`config.mk`:
```
export PLATFORM = sky130hd
export DESIGN_NAME = ifq_multi
export DESIGN_NICKNAME = d
export VERILOG_FILES = /design/src/rtl/ifq_pkg.sv /design/src/rtl/ifq_line_buf.sv /design/src/rtl/ifq_multi.sv
export SDC_FILE = /design/constraint.sdc
export NUM_CORES = 1
export LEC_CHECK = 0
export BUFFER_PORTS_ARGS = -buffer_cell sky130_fd_sc_hd__buf_2
export CAP_MARGIN = 10
export CORE_AREA = 2 2 231 233
export CTS_BUF_LIST = sky130_fd_sc_hd__clkbuf_4
export CTS_CLUSTER_SIZE = 14
export DETAILED_ROUTE_END_ITERATION = 12
export DIE_AREA = 0 0 233 235
export PLACE_DENSITY = 0.89
export SLEW_MARGIN = 20
export SYNTH_ARGS = -nofsm -noshare
export SYNTH_HDL_FRONTEND = slang
export SYNTH_SLANG_ARGS = --single-unit
```
`constraint.sdc`:
```
create_clock -name clk -period 13.55 [get_ports clk]
set_input_delay 2.71 -clock clk [delete_from_list [all_inputs] [get_ports clk]]
set_output_delay 2.71 -clock clk [all_outputs]
set_load 0.005 [all_outputs]
```
`src/rtl/ifq_pkg.sv`:
```
// ifq_pkg: shared definitions for the instruction fetch queue.
//   DEF_LINE_INSTRS - default instructions per cache line
//   LINE_BYTES      - bytes per line for the default configuration
//   OFF_W           - word-offset width for the default configuration
//   slot_sel()      - maps (read pointer, offset, slot) to (line index, word index)
package ifq_pkg;

    localparam int unsigned DEF_LINE_INSTRS = 4;
    localparam int unsigned LINE_BYTES      = 4 * DEF_LINE_INSTRS;
    localparam int unsigned OFF_W           = $clog2(DEF_LINE_INSTRS);

    typedef struct packed {
        logic [31:0] line;
        logic [31:0] word;
    } slot_sel_t;

    // Slots run past the end of the head line into the following entries.
    function automatic slot_sel_t slot_sel(input int unsigned rp, input int unsigned off,
                                           input int unsigned k, input int unsigned line_instrs,
                                           input int unsigned depth);
        slot_sel_t   s;
        int unsigned pos;
        pos    = off + k;
        s.line = (rp + pos / line_instrs) % depth;
        s.word = pos % line_instrs;
        return s;
    endfunction

endpackage

```
`src/rtl/ifq_line_buf.sv`:
```
// ifq_line_buf: line storage for the fetch queue.
//   clk      - clock
//   we       - write enable
//   waddr    - entry written
//   wdata    - whole cache line, word 0 in the LSBs
//   rd_line  - per-slot entry index
//   rd_word  - per-slot word index within the entry
//   rd_data  - per-slot instruction word (combinational)
// Contents need no reset: unused entries are masked by the read control.
module ifq_line_buf #(
    parameter int unsigned DATA_WIDTH  = 32,
    parameter int unsigned LINE_INSTRS = 4,
    parameter int unsigned FIFO_DEPTH  = 4,
    parameter int unsigned ISSUE_W     = 2
) (
    input  logic                                             clk,
    input  logic                                             we,
    input  logic [$clog2(FIFO_DEPTH)-1:0]                    waddr,
    input  logic [DATA_WIDTH*LINE_INSTRS-1:0]                wdata,
    input  logic [ISSUE_W-1:0][$clog2(FIFO_DEPTH)-1:0]       rd_line,
    input  logic [ISSUE_W-1:0][$clog2(LINE_INSTRS)-1:0]      rd_word,
    output logic [ISSUE_W-1:0][DATA_WIDTH-1:0]               rd_data
);

    logic [DATA_WIDTH*LINE_INSTRS-1:0] mem [FIFO_DEPTH];

    always_ff @(posedge clk) begin
        if (we) begin
            mem[waddr] <= wdata;
        end
    end

    always_comb begin
        for (int k = 0; k < int'(ISSUE_W); k++) begin
            rd_data[k] = mem[rd_line[k]][int'(rd_word[k]) * DATA_WIDTH +: DATA_WIDTH];
        end
    end

endmodule

```
`src/rtl/ifq_multi.sv`:
```
// ifq_multi: multi-issue instruction fetch queue holding whole cache lines.
//   clk, rst        - clock, asynchronous active-high reset
//   line_i          - cache line for fetch_pc_o, line_valid_i qualifies it
//   redirect_i      - flush and restart at redirect_pc_i (word-aligned)
//   deq_i           - slots consumed this cycle
//   fetch_pc_o      - line address to the cache, fetch_req_o = queue can accept
//   instr_o, pc_o   - ISSUE_W slots, instr_valid_o thermometer from slot 0
//   abort_o         - one-cycle pulse after a redirect
//   empty_o, full_o - no valid words / FIFO_DEPTH lines held
// Optional feature macro IFQ_BYPASS_EN: a line accepted into an empty queue is
// presented in the same cycle and may be dequeued immediately.
module ifq_multi
    import ifq_pkg::*;
#(
    parameter int unsigned          DATA_WIDTH  = 32,
    parameter int unsigned          LINE_INSTRS = DEF_LINE_INSTRS,
    parameter int unsigned          FIFO_DEPTH  = 4,
    parameter int unsigned          ISSUE_W     = 2,
    parameter logic [DATA_WIDTH-1:0] RESET_PC   = '0
) (
    input  logic                              clk,
    input  logic                              rst,
    input  logic [DATA_WIDTH*LINE_INSTRS-1:0] line_i,
    input  logic                              line_valid_i,
    input  logic                              redirect_i,
    input  logic [DATA_WIDTH-1:0]             redirect_pc_i,
    input  logic [$clog2(ISSUE_W+1)-1:0]      deq_i,
    output logic [DATA_WIDTH-1:0]             fetch_pc_o,
    output logic                              fetch_req_o,
    output logic [ISSUE_W*DATA_WIDTH-1:0]     instr_o,
    output logic [ISSUE_W*DATA_WIDTH-1:0]     pc_o,
    output logic [ISSUE_W-1:0]                instr_valid_o,
    output logic                              abort_o,
    output logic                              empty_o,
    output logic                              full_o
);

    localparam int unsigned OW  = $clog2(LINE_INSTRS);
    localparam int unsigned PW  = $clog2(FIFO_DEPTH);
    localparam int unsigned CW  = $clog2(FIFO_DEPTH + 1);
    localparam int unsigned DQW = $clog2(ISSUE_W + 1);
    localparam int unsigned AW  = $clog2(LINE_INSTRS * FIFO_DEPTH + 1);
    localparam int unsigned LB  = 4 * LINE_INSTRS;

    logic [DATA_WIDTH-1:0] fetch_pc_q, fetch_pc_d;
    logic [DATA_WIDTH-1:0] head_pc_q, head_pc_d;
    logic [PW-1:0]         rp_q, rp_d, wp_q, wp_d;
    logic [CW-1:0]         count_q, count_d;
    logic [OW-1:0]         off_q, off_d;
    logic                  abort_q;

    logic                  accept, bypass, we;
    logic [PW-1:0]         waddr;
    logic [AW-1:0]         avail;
    logic [DQW-1:0]        n_valid;
    logic [OW:0]           off_sum;
    logic                  pop;

    logic [ISSUE_W-1:0][PW-1:0]         rd_line;
    logic [ISSUE_W-1:0][OW-1:0]         rd_word;
    logic [ISSUE_W-1:0][DATA_WIDTH-1:0] rd_data;

    // With an empty queue off may still hold a redirect target word, so clamp.
    assign avail = (count_q == '0) ? '0
                 : AW'(count_q) * AW'(LINE_INSTRS) - AW'(off_q);

    assign full_o      = (count_q == CW'(FIFO_DEPTH));
    assign empty_o     = (avail == '0);
    assign abort_o     = abort_q;
    assign fetch_req_o = ~full_o;
    assign fetch_pc_o  = redirect_i ? (redirect_pc_i & ~DATA_WIDTH'(LB - 1)) : fetch_pc_q;

    // A redirect always takes its target line, even when full.
    assign accept = line_valid_i & (redirect_i | ~full_o);

`ifdef IFQ_BYPASS_EN
    assign bypass = empty_o & ~redirect_i & accept;
`else
    assign bypass = 1'b0;
`endif

    always_comb begin
        slot_sel_t sel;
        for (int k = 0; k < int'(ISSUE_W); k++) begin
            sel        = slot_sel(int'(rp_q), int'(off_q), k, LINE_INSTRS, FIFO_DEPTH);
            rd_line[k] = PW'(sel.line);
            rd_word[k] = OW'(sel.word);
        end
    end

    ifq_line_buf #(
        .DATA_WIDTH (DATA_WIDTH),
        .LINE_INSTRS(LINE_INSTRS),
        .FIFO_DEPTH (FIFO_DEPTH),
        .ISSUE_W    (ISSUE_W)
    ) u_line_buf (
        .clk    (clk),
        .we     (we),
        .waddr  (waddr),
        .wdata  (line_i),
        .rd_line(rd_line),
        .rd_word(rd_word),
        .rd_data(rd_data)
    );

    // Slot outputs; in bypass the words come straight from line_i.
    always_comb begin
        logic                  v;
        logic [DATA_WIDTH-1:0] w;
        instr_o       = '0;
        pc_o          = '0;
        instr_valid_o = '0;
        n_valid       = '0;
        for (int k = 0; k < int'(ISSUE_W); k++) begin
            if (bypass) begin
                v = (int'(LINE_INSTRS) - int'(off_q)) > k;
                w = line_i[int'(rd_word[k]) * DATA_WIDTH +: DATA_WIDTH];
            end else begin
                v = int'(avail) > k;
                w = rd_data[k];
            end
            v = v & ~redirect_i;
            instr_valid_o[k]                    = v;
            instr_o[k*DATA_WIDTH +: DATA_WIDTH] = v ? w : '0;
            pc_o[k*DATA_WIDTH +: DATA_WIDTH]    = head_pc_q + DATA_WIDTH'(4 * k);
            if (v) begin
                n_valid = n_valid + DQW'(1);
            end
        end
    end

    always_comb begin
        rp_d       = rp_q;
        wp_d       = wp_q;
        count_d    = count_q;
        off_d      = off_q;
        head_pc_d  = head_pc_q;
        fetch_pc_d = accept ? fetch_pc_o + DATA_WIDTH'(LB) : fetch_pc_o;
        we         = 1'b0;
        waddr      = wp_q;
        off_sum    = (OW+1)'(off_q) + (OW+1)'(deq_i);
        // deq_i never exceeds LINE_INSTRS, so at most one line is crossed.
        pop        = off_sum[OW];

        if (redirect_i) begin
            rp_d      = '0;
            off_d     = redirect_pc_i[OW+1:2];
            head_pc_d = redirect_pc_i;
            we        = accept;
            waddr     = '0;
            wp_d      = accept ? PW'(1) : '0;
            count_d   = accept ? CW'(1) : '0;
        end else begin
            off_d     = off_sum[OW-1:0];
            head_pc_d = head_pc_q + (DATA_WIDTH'(deq_i) << 2);
            if (bypass) begin
                // Line fully consumed on arrival: nothing to keep.
                if (!pop) begin
                    we      = 1'b1;
                    wp_d    = wp_q + PW'(1);
                    count_d = CW'(1);
                end
            end else begin
                we      = accept;
                wp_d    = wp_q + PW'(accept);
                rp_d    = rp_q + PW'(pop);
                count_d = count_q + CW'(accept) - CW'(pop);
            end
        end
    end

    always_ff @(posedge clk or posedge rst) begin
        if (rst) begin
            fetch_pc_q <= RESET_PC;
            head_pc_q  <= RESET_PC;
            rp_q       <= '0;
            wp_q       <= '0;
            count_q    <= '0;
            off_q      <= '0;
            abort_q    <= 1'b0;
        end else begin
            fetch_pc_q <= fetch_pc_d;
            head_pc_q  <= head_pc_d;
            rp_q       <= rp_d;
            wp_q       <= wp_d;
            count_q    <= count_d;
            off_q      <= off_d;
            abort_q    <= redirect_i;
        end
    end

    deq_le_valid: assert property (@(posedge clk) disable iff (rst)
        !redirect_i |-> (deq_i <= n_valid));

endmodule

```
Word level (Yosys, flattened, before mapping) --
Memory sizes are Yosys's and may differ from the RTL's. Cells that the tools add are included.
Storage, ports and cells: memories 1, word-level logic and storage cells 47, bits of input ports 166, memory bits (writable) 512, register bits 74, output and inout bits 166
Cells by class: shift-type cells 2, reductions and logical operators 2, multiplexer cells 15, bitwise logic cells 6, add/sub/neg operators 11, equal/unequal tests 1, magnitude comparators 2
Memory list:
- u_line_buf.mem | words 4, bits a word 128, rd ports 2, clocked after Yosys merged registers in 0, write ports 1, RTL line ifq_line_buf.sv:25 | logic [DATA_WIDTH*LINE_INSTRS-1:0] mem [FIFO_DEPTH];
Operator list (number):
- 128-bit by 8-bit indexed part select with 32-bit output | 2
- 32-bit two-way mux | 5
- 32-bit by 3-bit adder with 32-bit output (second input constant) | 1
- 32-bit by 4-bit adder with 32-bit output | 1
- 32-bit by 5-bit adder with 32-bit output (second input constant) | 1
- 5-bit by 1-bit > comparator with 1-bit output (second input constant) | 2
- 2-bit two-way mux | 4
- 2-bit by 1-bit adder with 2-bit output | 3
- 5-bit zero test | 1
- 5-bit two-way mux | 1
- 5-bit by 2-bit subtractor with 5-bit output | 1
- 1-bit two-way mux | 4
- 2-bit by 1-bit adder with 3-bit output (second input constant) | 1
- 2-bit by 2-bit adder with 3-bit output | 1
- 3-bit by 1-bit adder with 3-bit output | 1
- 1-bit AND | 3
- 3-bit == test (second input constant) | 1
- 3-bit zero test | 1
- 3-bit two-way mux | 1
- 3-bit by 1-bit subtractor with 3-bit output | 1
- 1-bit NOT | 2
- 1-bit bitwise OR | 1

Logic depth before layout (Yosys ltp) --
Gate-level depths: netlist of run 1.
depth in word-level cells 7, mapped depth 13, depth with buffers taken out 9

Cells and area by module --
From an unflattened synthesis of run 1, not the netlist that was laid out.
Second synthesis, totals: cell total of the unflattened synthesis 1654, area total of the unflattened synthesis 28050.7 µm²
By module, submodules not included:
- ifq_line_buf | area an instance 22824.4 µm², cells an instance 1059, times used 1, sequential area each 15374.7 µm²
- ifq_multi | area an instance 5226.3 µm², cells an instance 595, times used 1, sequential area each 1851.8 µm²

Least setup slack after synthesis of run 1 --
No wires, ideal clock.
kind input -> register, start point in redirect_i, end point mem u_line_buf.mem[1][0] in the netlist's numbering, enable pin, required time 12.577 ns, stages 6, path buffers 4, path slack -4.036 ns, arrival time 16.613 ns, library setup time 0.973 ns, cell sequence buf_6 -> buf_2 -> buf_4 -> buf_2 -> o21ai_1 -> nor4b_1
On the way: longest elaborated chain between the ends 4, elaborated cells on any way between the ends 5, those cells by class mux: 3; bitwise: 2
RTL lines:
- start: declaration | RTL line ifq_multi.sv:25 | input logic redirect_i,
- 1-bit bitwise OR | RTL line ifq_multi.sv:74 | assign accept = line_valid_i & (redirect_i | ~full_o);
- 1-bit AND | RTL line ifq_multi.sv:74
- 1-bit two-way mux | RTL line ifq_line_buf.sv:28 | if (we) begin
- 1-bit two-way mux (implied by the code) | RTL line ifq_line_buf.sv:29 | mem[waddr] <= wdata;
- end: declaration | RTL line ifq_line_buf.sv:25
Parallel ways exist; a longest one is shown, timed or not.

Worst setup path after layout of run 1 --
start point reg rp_q[0], end point out instr_o[13]
On the way: longest elaborated chain between the ends 3
RTL lines:
- start: declaration | RTL line ifq_multi.sv:47 | logic [PW-1:0] rp_q, rp_d, wp_q, wp_d;
- start signal: assignment | RTL line ifq_multi.sv:184 | rp_q <= rp_d;
- memory 4 x 128 bit
- 128-bit by 8-bit indexed part select with 32-bit output | RTL line ifq_line_buf.sv:35 | rd_data[k] = mem[rd_line[k]][int'(rd_word[k]) * DATA_WIDTH +: DATA_WIDTH];
- 32-bit two-way mux | RTL line ifq_multi.sv:124 | instr_o[k*DATA_WIDTH +: DATA_WIDTH] = v ? w : '0;
- end: declaration | RTL line ifq_multi.sv:30 | output logic [ISSUE_W*DATA_WIDTH-1:0] instr_o,
No other way between the ends.

==> flow_summary.yaml, run 1 <==
sta:
  period_share: 0.5858
  final_max_slew_viol_count: 0
  setup_tns_ns: 0
  max_freq_mhz: 126.0
  finalHoldViolCount: 0
  tightest_slew_ns: 1.144
  clock_skew_ns: 0.07917
  setup_viol: 0
  rsz0062_at_grt: "no"
  period_needed_ns: 7.938
  max_slew_margin: 0.2371
layout:
  syn2layout_area_growth_pct: 14.41
  finalCoreUtilization: 0.6227
  fin_area_sq_mm: 0.03253
  instances_no_fill: 3224
  layout.nets: 2598
  layout-drive-gt1-share: 0.3228
setup_path:
  crit_path_max_incr_delay_ns: 0.99
  critPathSlowestCell: "dfrtp_4"
  cp_data_arrival_time_ns: 5.23
  worstSetupStartpointType: "flip-flop"
  setup.worst_path.end_class: "output pin"
  path_cells: "buf_4, buf_4, mux4_2, mux4_2, nor3b_1, buf_2"
  worstSetupPathType: "reg -> out"
  cp_data_required_time_ns: 10.84
  worstPathMaxFanout: 48
drt:
  drt_iter0_drc: 2888
  dr_wl_met3_um: 9774
  antenna_left: 0
  dr.pass1.iters: 6
  drc_errors: 0
  vias: 20962
  wl_met2_um: 40330
  routed_wl_um: 82150
  viasPerCell: 6.502
  top_layer_used: "met5"
  wirelength_met1_um: 28230
  detail_route.wl_per_cell_um: 25.48
floorplanning:
  die_height_um: 235
  die-area_sq_mm: 0.05476
  row_count: 84
  initial_core_util: 0.5443
  core_area_sq_mm: 0.05224
  ios: 332
  die_w_um: 233
synth:
  syn_nets: 2241
  synthArstFlopShare: 0.1263
  synth_warnings: 0
  syn_area_sq_mm: 0.02843
  ys_seq_elements: 586
  yosysSeqAreaShare: 0.6059
  syn_inst: 2060
  synth_area_per_cell_sq_um: 13.80
  synth-edff-count: 512
  ys.flop_type: "edfxtp_1"
  ys_types: 61
place:
  hpwl_um: 50650
  gp_congestion: 0.9246
  portBuffers: 331
  post_dp_cell_area_sq_mm: 0.03066
  dp.cells: 2955
cts:
  cts.path.max_buffers: 3
  cts_root_buffer: "clkbuf_4"
  cts.sinks: 586
  htreeDepth: 4
  cts_resized: 0
  clk_pin_slew_worst_paths_ns: 0.06
  cts_buffers: 148
  postCtsHoldBufs: 0
  clk_latency_ns: 1.00
  tritoncts: "done"
  post-cts-setup-buffers: 0
power_and_ir_drop:
  seqPwrFrac: 0.450
  power_density_mw_per_mm2: 149.3
  clkPwrFrac: 0.302
  comb_power_share: 0.248
  cellLeakagePower_nw: 11.65
  p_sw_frac: 0.3125
  power.internal_mw: 3.338
  vdd_drop_max_uv: 114.3
  p_total_mw: 4.855
  p_sw_mw: 1.517
run:
  cap_violations: 0
global_route:
  track_usage: 0.3004
  grt_pass1_wl_um: 123400
  overflow: 0
  antenna_found_initial: 31
  grt_max_degree: 144
  grt_pass1_vias: 21509
min_path:
  hp-class: "reg -> reg"
outcome:
  status: "completed"
-- power by group through the flow --
| stage | sequential [mW] | combinational [mW] | clock [mW] |
|---|---|---|---|
| 6_report | 2.19 | 1.20 | 1.47 |
| 4_1_cts | 2.18 | 1.19 | 1.49 |
| 3_3_place_gp | 2.21 | 1.15 | 0 |
| 3_5_place_dp | 2.22 | 1.18 | 0 |
| 2_1_floorplan | 2.18 | 0.777 | 0 |
| 5_1_grt | 2.20 | 1.28 | 1.58 |
-- layer usage --
| metal | global-route usage | up-vias |
|---|---|---|
| li1 | - | 8728 |
| met5 | 0 | - |
| met3 | 0.08774 | 286 |
| met2 | 0.4822 | 1780 |
| met4 | 0.1720 | 14 |
| met1 | 0.3634 | 10154 |
-- synth_stat cells, drive strengths merged, types with 6 or more instances --
cell type,instances,share of area
a2111oi,32,0.0099
buf,66,0.011
inv,40,0.0053
dfrtp,74,0.065
nand3b,7,0.0018
mux2i,38,0.013
nor3b,33,0.0087
nand3,29,0.0053
nand4,21,0.0046
nor4,40,0.0092
a21oi,166,0.029
edfxtp,512,0.54
nor2b,10,0.0022
nand2b,6,0.0013
clkbuf,87,0.012
nor3,44,0.0077
mux4,192,0.15
o21ai,86,0.015
and3,8,0.0018
nand2,384,0.051
xor2,42,0.013
ha,12,0.0053
xnor2,43,0.013
nor2,39,0.0051
-- stage by stage --
| stage | setup slack [ns] | hold slack (ns) |
|---|---|---|
| detailed placement | 6.090 | 0.5051 |
| global placement | 6.166 | 0.4993 |
| CTS | 5.368 | 0.5274 |
| floorplan | 2.372 | 0.4816 |
| finish | 5.612 | 0.5302 |
| global route | 5.160 | 0.5353 |
-- flip-flops by register name, indices dropped and copies added (netlist names) --
signal,flops
abort_o,1
count_q,3
fetch_pc_q,32
head_pc_q,32
off_q,2
rp_q,2
u_line_buf.mem,512
wp_q,2
-- worst max-delay path: cells and delay by family, from the launching register on --
family / cells / cell delay (ns)
buffers and inverters: 3 / 1.88
muxes: 2 / 1.14
DFF: 1 / 0.99
and+or+nand+nor: 1 / 0.18
-- final timing paths --
check / startpoint / end / slack (ns) / depth (start not counted)
setup / recovery: rp_q[0] / instr_o[13] / 5.61 / 6
hold / removal: fetch_pc_q[3] / fetch_pc_q[3] / 0.53 / 1
setup reg to reg: count_q[1] / u_line_buf.mem[3][69] / 9.80 / 6
hold reg to reg: fetch_pc_q[3] / fetch_pc_q[3] / 0.53 / 1
max in group asynchronous: rst / off_q[0] / 11.01 / 3
min in group asynchronous: rst / head_pc_q[0] / 1.92 / 3
-- cells by family (layout without fill, tap and decap cells) --
logic type               after synthesis  after routing  synth area share
AO/OA/AOI/OAI                        308            308           0.06117
flip-flops                           586            586            0.6059
AND/OR/NAND/NOR                      639            639            0.1043
XOR/XNOR                              85             85           0.02618
adder cells (fa/ha/maj)               15             15          0.007393
multiplexers                         234            234            0.1671
buffers and inverters                193            642           0.02799
other                                  0             27                 0
-- layout by cell type, fill, tap and decap left out, types with 28 or more instances in the layout --
| cell type | count |
|---|---|
| edfxtp_1 | 512 |
| mux4_2 | 192 |
| inv_1 | 38 |
| mux2i_1 | 38 |
| nand3_1 | 28 |
| a2111oi_0 | 32 |
| xnor2_1 | 42 |
| dfrtp_1 | 71 |
| nor3b_1 | 33 |
| o21ai_0 | 85 |
| nor2_1 | 38 |
| nor3_1 | 44 |
| clkbuf_4 | 213 |
| nand2_1 | 382 |
| xor2_1 | 41 |
| nor4_1 | 38 |
| buf_2 | 330 |
| a21oi_1 | 165 |
-- area by class of cell --
| cell class | instances | area (sq um) |
|---|---|---|
| Fill cell | 3772 | 19710 |
| Sequential cell | 586 | 17240 |
| Multi-Input combinational cell | 1281 | 10520 |
| Timing Repair Buffer | 360 | 1901 |
| Clock buffer | 213 | 1599 |
| Tap cell | 688 | 860.8 |
| Clock inverter | 29 | 190.2 |
| Inverter | 40 | 150.1 |
| Antenna cell | 27 | 67.56 |
Note: power is estimated with default switching activity, not from simulation.
==> inputs of run 2 (changes only) <==
==> constraint.sdc (replaced) <==
create_clock -name clk -period 6.7 [get_ports clk]
set_input_delay 1.34 -clock clk [delete_from_list [all_inputs] [get_ports clk]]
set_output_delay 1.34 -clock clk [all_outputs]
set_load 0.005 [all_outputs]
==> run 2 against run 1 <==
Worst setup slack worse by 4.8 ns. Final cell count is 0.19% higher. Sequential power is 100% higher. Utilization increased by 0.24 points.
==> flow_summary.yaml, run 2 (same netlist as run 1, synthesis figures left out) <==
outcome:
  status: "completed"
setup_path:
  path_cells: "buf_4, nor2_1, a21bo_2, a211oi_1, o21bai_4, buf_4, nor3_1, buf_2"
  critical_path.reg2reg.startpoint: "count_q[1]"
  critPathSlowestCell: "buf_4"
  cp_data_required_time_ns: 5.36
  cp_data_arrival_time_ns: 4.58
  crit_buf_inv: 3
  worstPathMaxFanout: 49
  crit_path_max_incr_delay_ns: 0.73
  crit_family: "buffers and inverters"
  rr_worst_depth: 5
  setup.worst_path.end_class: "output pin"
  worstSetupStartpointType: "flip-flop"
  worstSetupPathType: "reg -> out"
  cp_common_cell: "buf_4"
  rrSetupSlack_ns: 3.82
  worstReg2RegEnd: "u_line_buf.mem[3][17]"
run:
  cap_violations: 0
min_path:
  hp-class: "reg -> reg"
  hold_depth: 1
  min_to: "fetch_pc_q[3]"
  min_from: "fetch_pc_q[3]"
sta:
  clock_skew_ns: 0.04950
  period_needed_ns: 5.917
  max_freq_mhz: 169.0
  period_share: 0.8831
  setup_tns_ns: 0
  final_max_slew_viol_count: 0
  rsz0062_at_grt: "no"
  tightest_slew_ns: 1.157
  finalHoldViolCount: 0
  setup_viol: 0
  max_slew_margin: 0.2226
power_and_ir_drop:
  power_density_mw_per_mm2: 301.6
  cellLeakagePower_nw: 11.70
  vdd_drop_max_uv: 199.1
layout:
  fillCellCount: 3752
  finalCoreUtilization: 0.6251
  layout.nets: 2606
  final_common_cell: "edfxtp_1"
  syn2layout_area_growth_pct: 14.85
  reg_top3: "u_line_buf.mem (512), fetch_pc_q (32), head_pc_q (32)"
  most-common-layout-cells: "512 x edfxtp_1, 382 x nand2_1, 330 x buf_2"
  largest_register_ffs: 512
  regMostFlops: "u_line_buf.mem"
  layout-drive-gt1-share: 0.3209
drt:
  drc_errors: 0
  detail_route.wl_per_cell_um: 25.60
  dr.pass1.iters: 5
  routed_wl_um: 82700
  drt_iter0_drc: 2889
  vias: 20999
  antenna_left: 0
  viasPerCell: 6.501
place:
  gp_congestion: 0.9125
  portBuffers: 331
  hpwl_um: 50450
global_route:
  grt_pass1_wl_um: 122500
  overflow: 0
  grt_pass1_vias: 21663
  grt_max_degree: 161
  antenna_found_initial: 23
  track_usage: 0.2986
floorplanning:
  initial_core_util: 0.5443
  row_count: 84
  ios: 332
  die_height_um: 235
  die-area_sq_mm: 0.05476
  die_w_um: 233
  core_area_sq_mm: 0.05224
cts:
  tritoncts: "done"
  cts_root_buffer: "clkbuf_4"
  clk_pin_slew_worst_paths_ns: 0.06
  postCtsHoldBufs: 0
  cts_buffers: 151
  cts_resized: 0
  cts.sinks: 586
  clk_latency_ns: 0.97
  cts.path.max_buffers: 3
  post-cts-setup-buffers: 0
  htreeDepth: 4
[run 2: cell types whose count changed in the layout (fill, tap and decap cells not counted), moves of 2 or more]
| cell | previous run | this run |
|---|---|---|
| clkinv_1 | 14 | 30 |
| diode_2 | 27 | 18 |
| buf_12 | 1 | 7 |
| clkbuf_4 | 213 | 207 |
| clkinv_2 | 2 | 7 |
| clkinv_4 | 2 | 0 |
| inv_2 | 7 | 5 |
[run 2: power by group]
| group | leakage [nW] | internal, mW | switching, mW |
|---|---|---|---|
| Sequential | 5.60 | 4.21 | 0.166 |
| Clock | 1.08 | 1.54 | 1.44 |
| Combinational | 5.02 | 1.03 | 1.46 |
[run 2: worst max path at each step]
stage | endpoint | start | slack (ns) | cells after the start
2_1_floorplan | u_line_buf.mem[1][0] | redirect_i | 0.0008 | 6
3_3_place_gp | instr_o[60] | off_q[0] | 1.78 | 8
3_5_place_dp | instr_o[52] | off_q[0] | 1.77 | 7
4_1_cts | instr_o[52] | off_q[0] | 0.70 | 7
5_1_grt | instr_o[54] | off_q[0] | 0.57 | 8
6_report | instr_o[45] | off_q[0] | 0.78 | 8
[run 2: final cells by class]
| class | count | area, sq um | share of cell area |
|---|---|---|---|
| Clock inverter | 45 | 264.0 | 0.008085 |
| Timing Repair Buffer | 365 | 2009 | 0.06154 |
| Tap cell | 688 | 860.8 | 0.02636 |
| Clock buffer | 207 | 1554 | 0.04759 |
| Multi-Input combinational cell | 1281 | 10530 | 0.3226 |
| Inverter | 40 | 150.1 | 0.004598 |
| Sequential cell | 586 | 17240 | 0.5279 |
| Antenna cell | 18 | 45.04 | 0.001379 |
[run 2: per-stage QoR]
stage	cells	instance area, sq um	setup WS [ns]	hold WS, ns	power, mW
6_report	3230	32650	0.7832	0.5113	9.849
2_1_floorplan	2060	28470	0.0008265	0.4816	5.967
3_5_place_dp	2960	30790	1.772	0.5047	6.889
3_3_place_gp	2960	30790	1.781	0.4935	6.801
5_1_grt	3223	32640	0.5743	0.4919	10.26
4_1_cts	3212	32610	0.7010	0.4646	9.862
[run 2: metal layers]
layer  routed length, um  part of all wire  vias to the layer above  track usage
li1                    -                 -                     8750            -
met1               29140              0.35                    10266       0.3640
met2               40840              0.49                     1652       0.4869
met3                9152              0.11                      311      0.08483
met4                3445             0.042                       20       0.1515
met5                 126            0.0015                        -            0
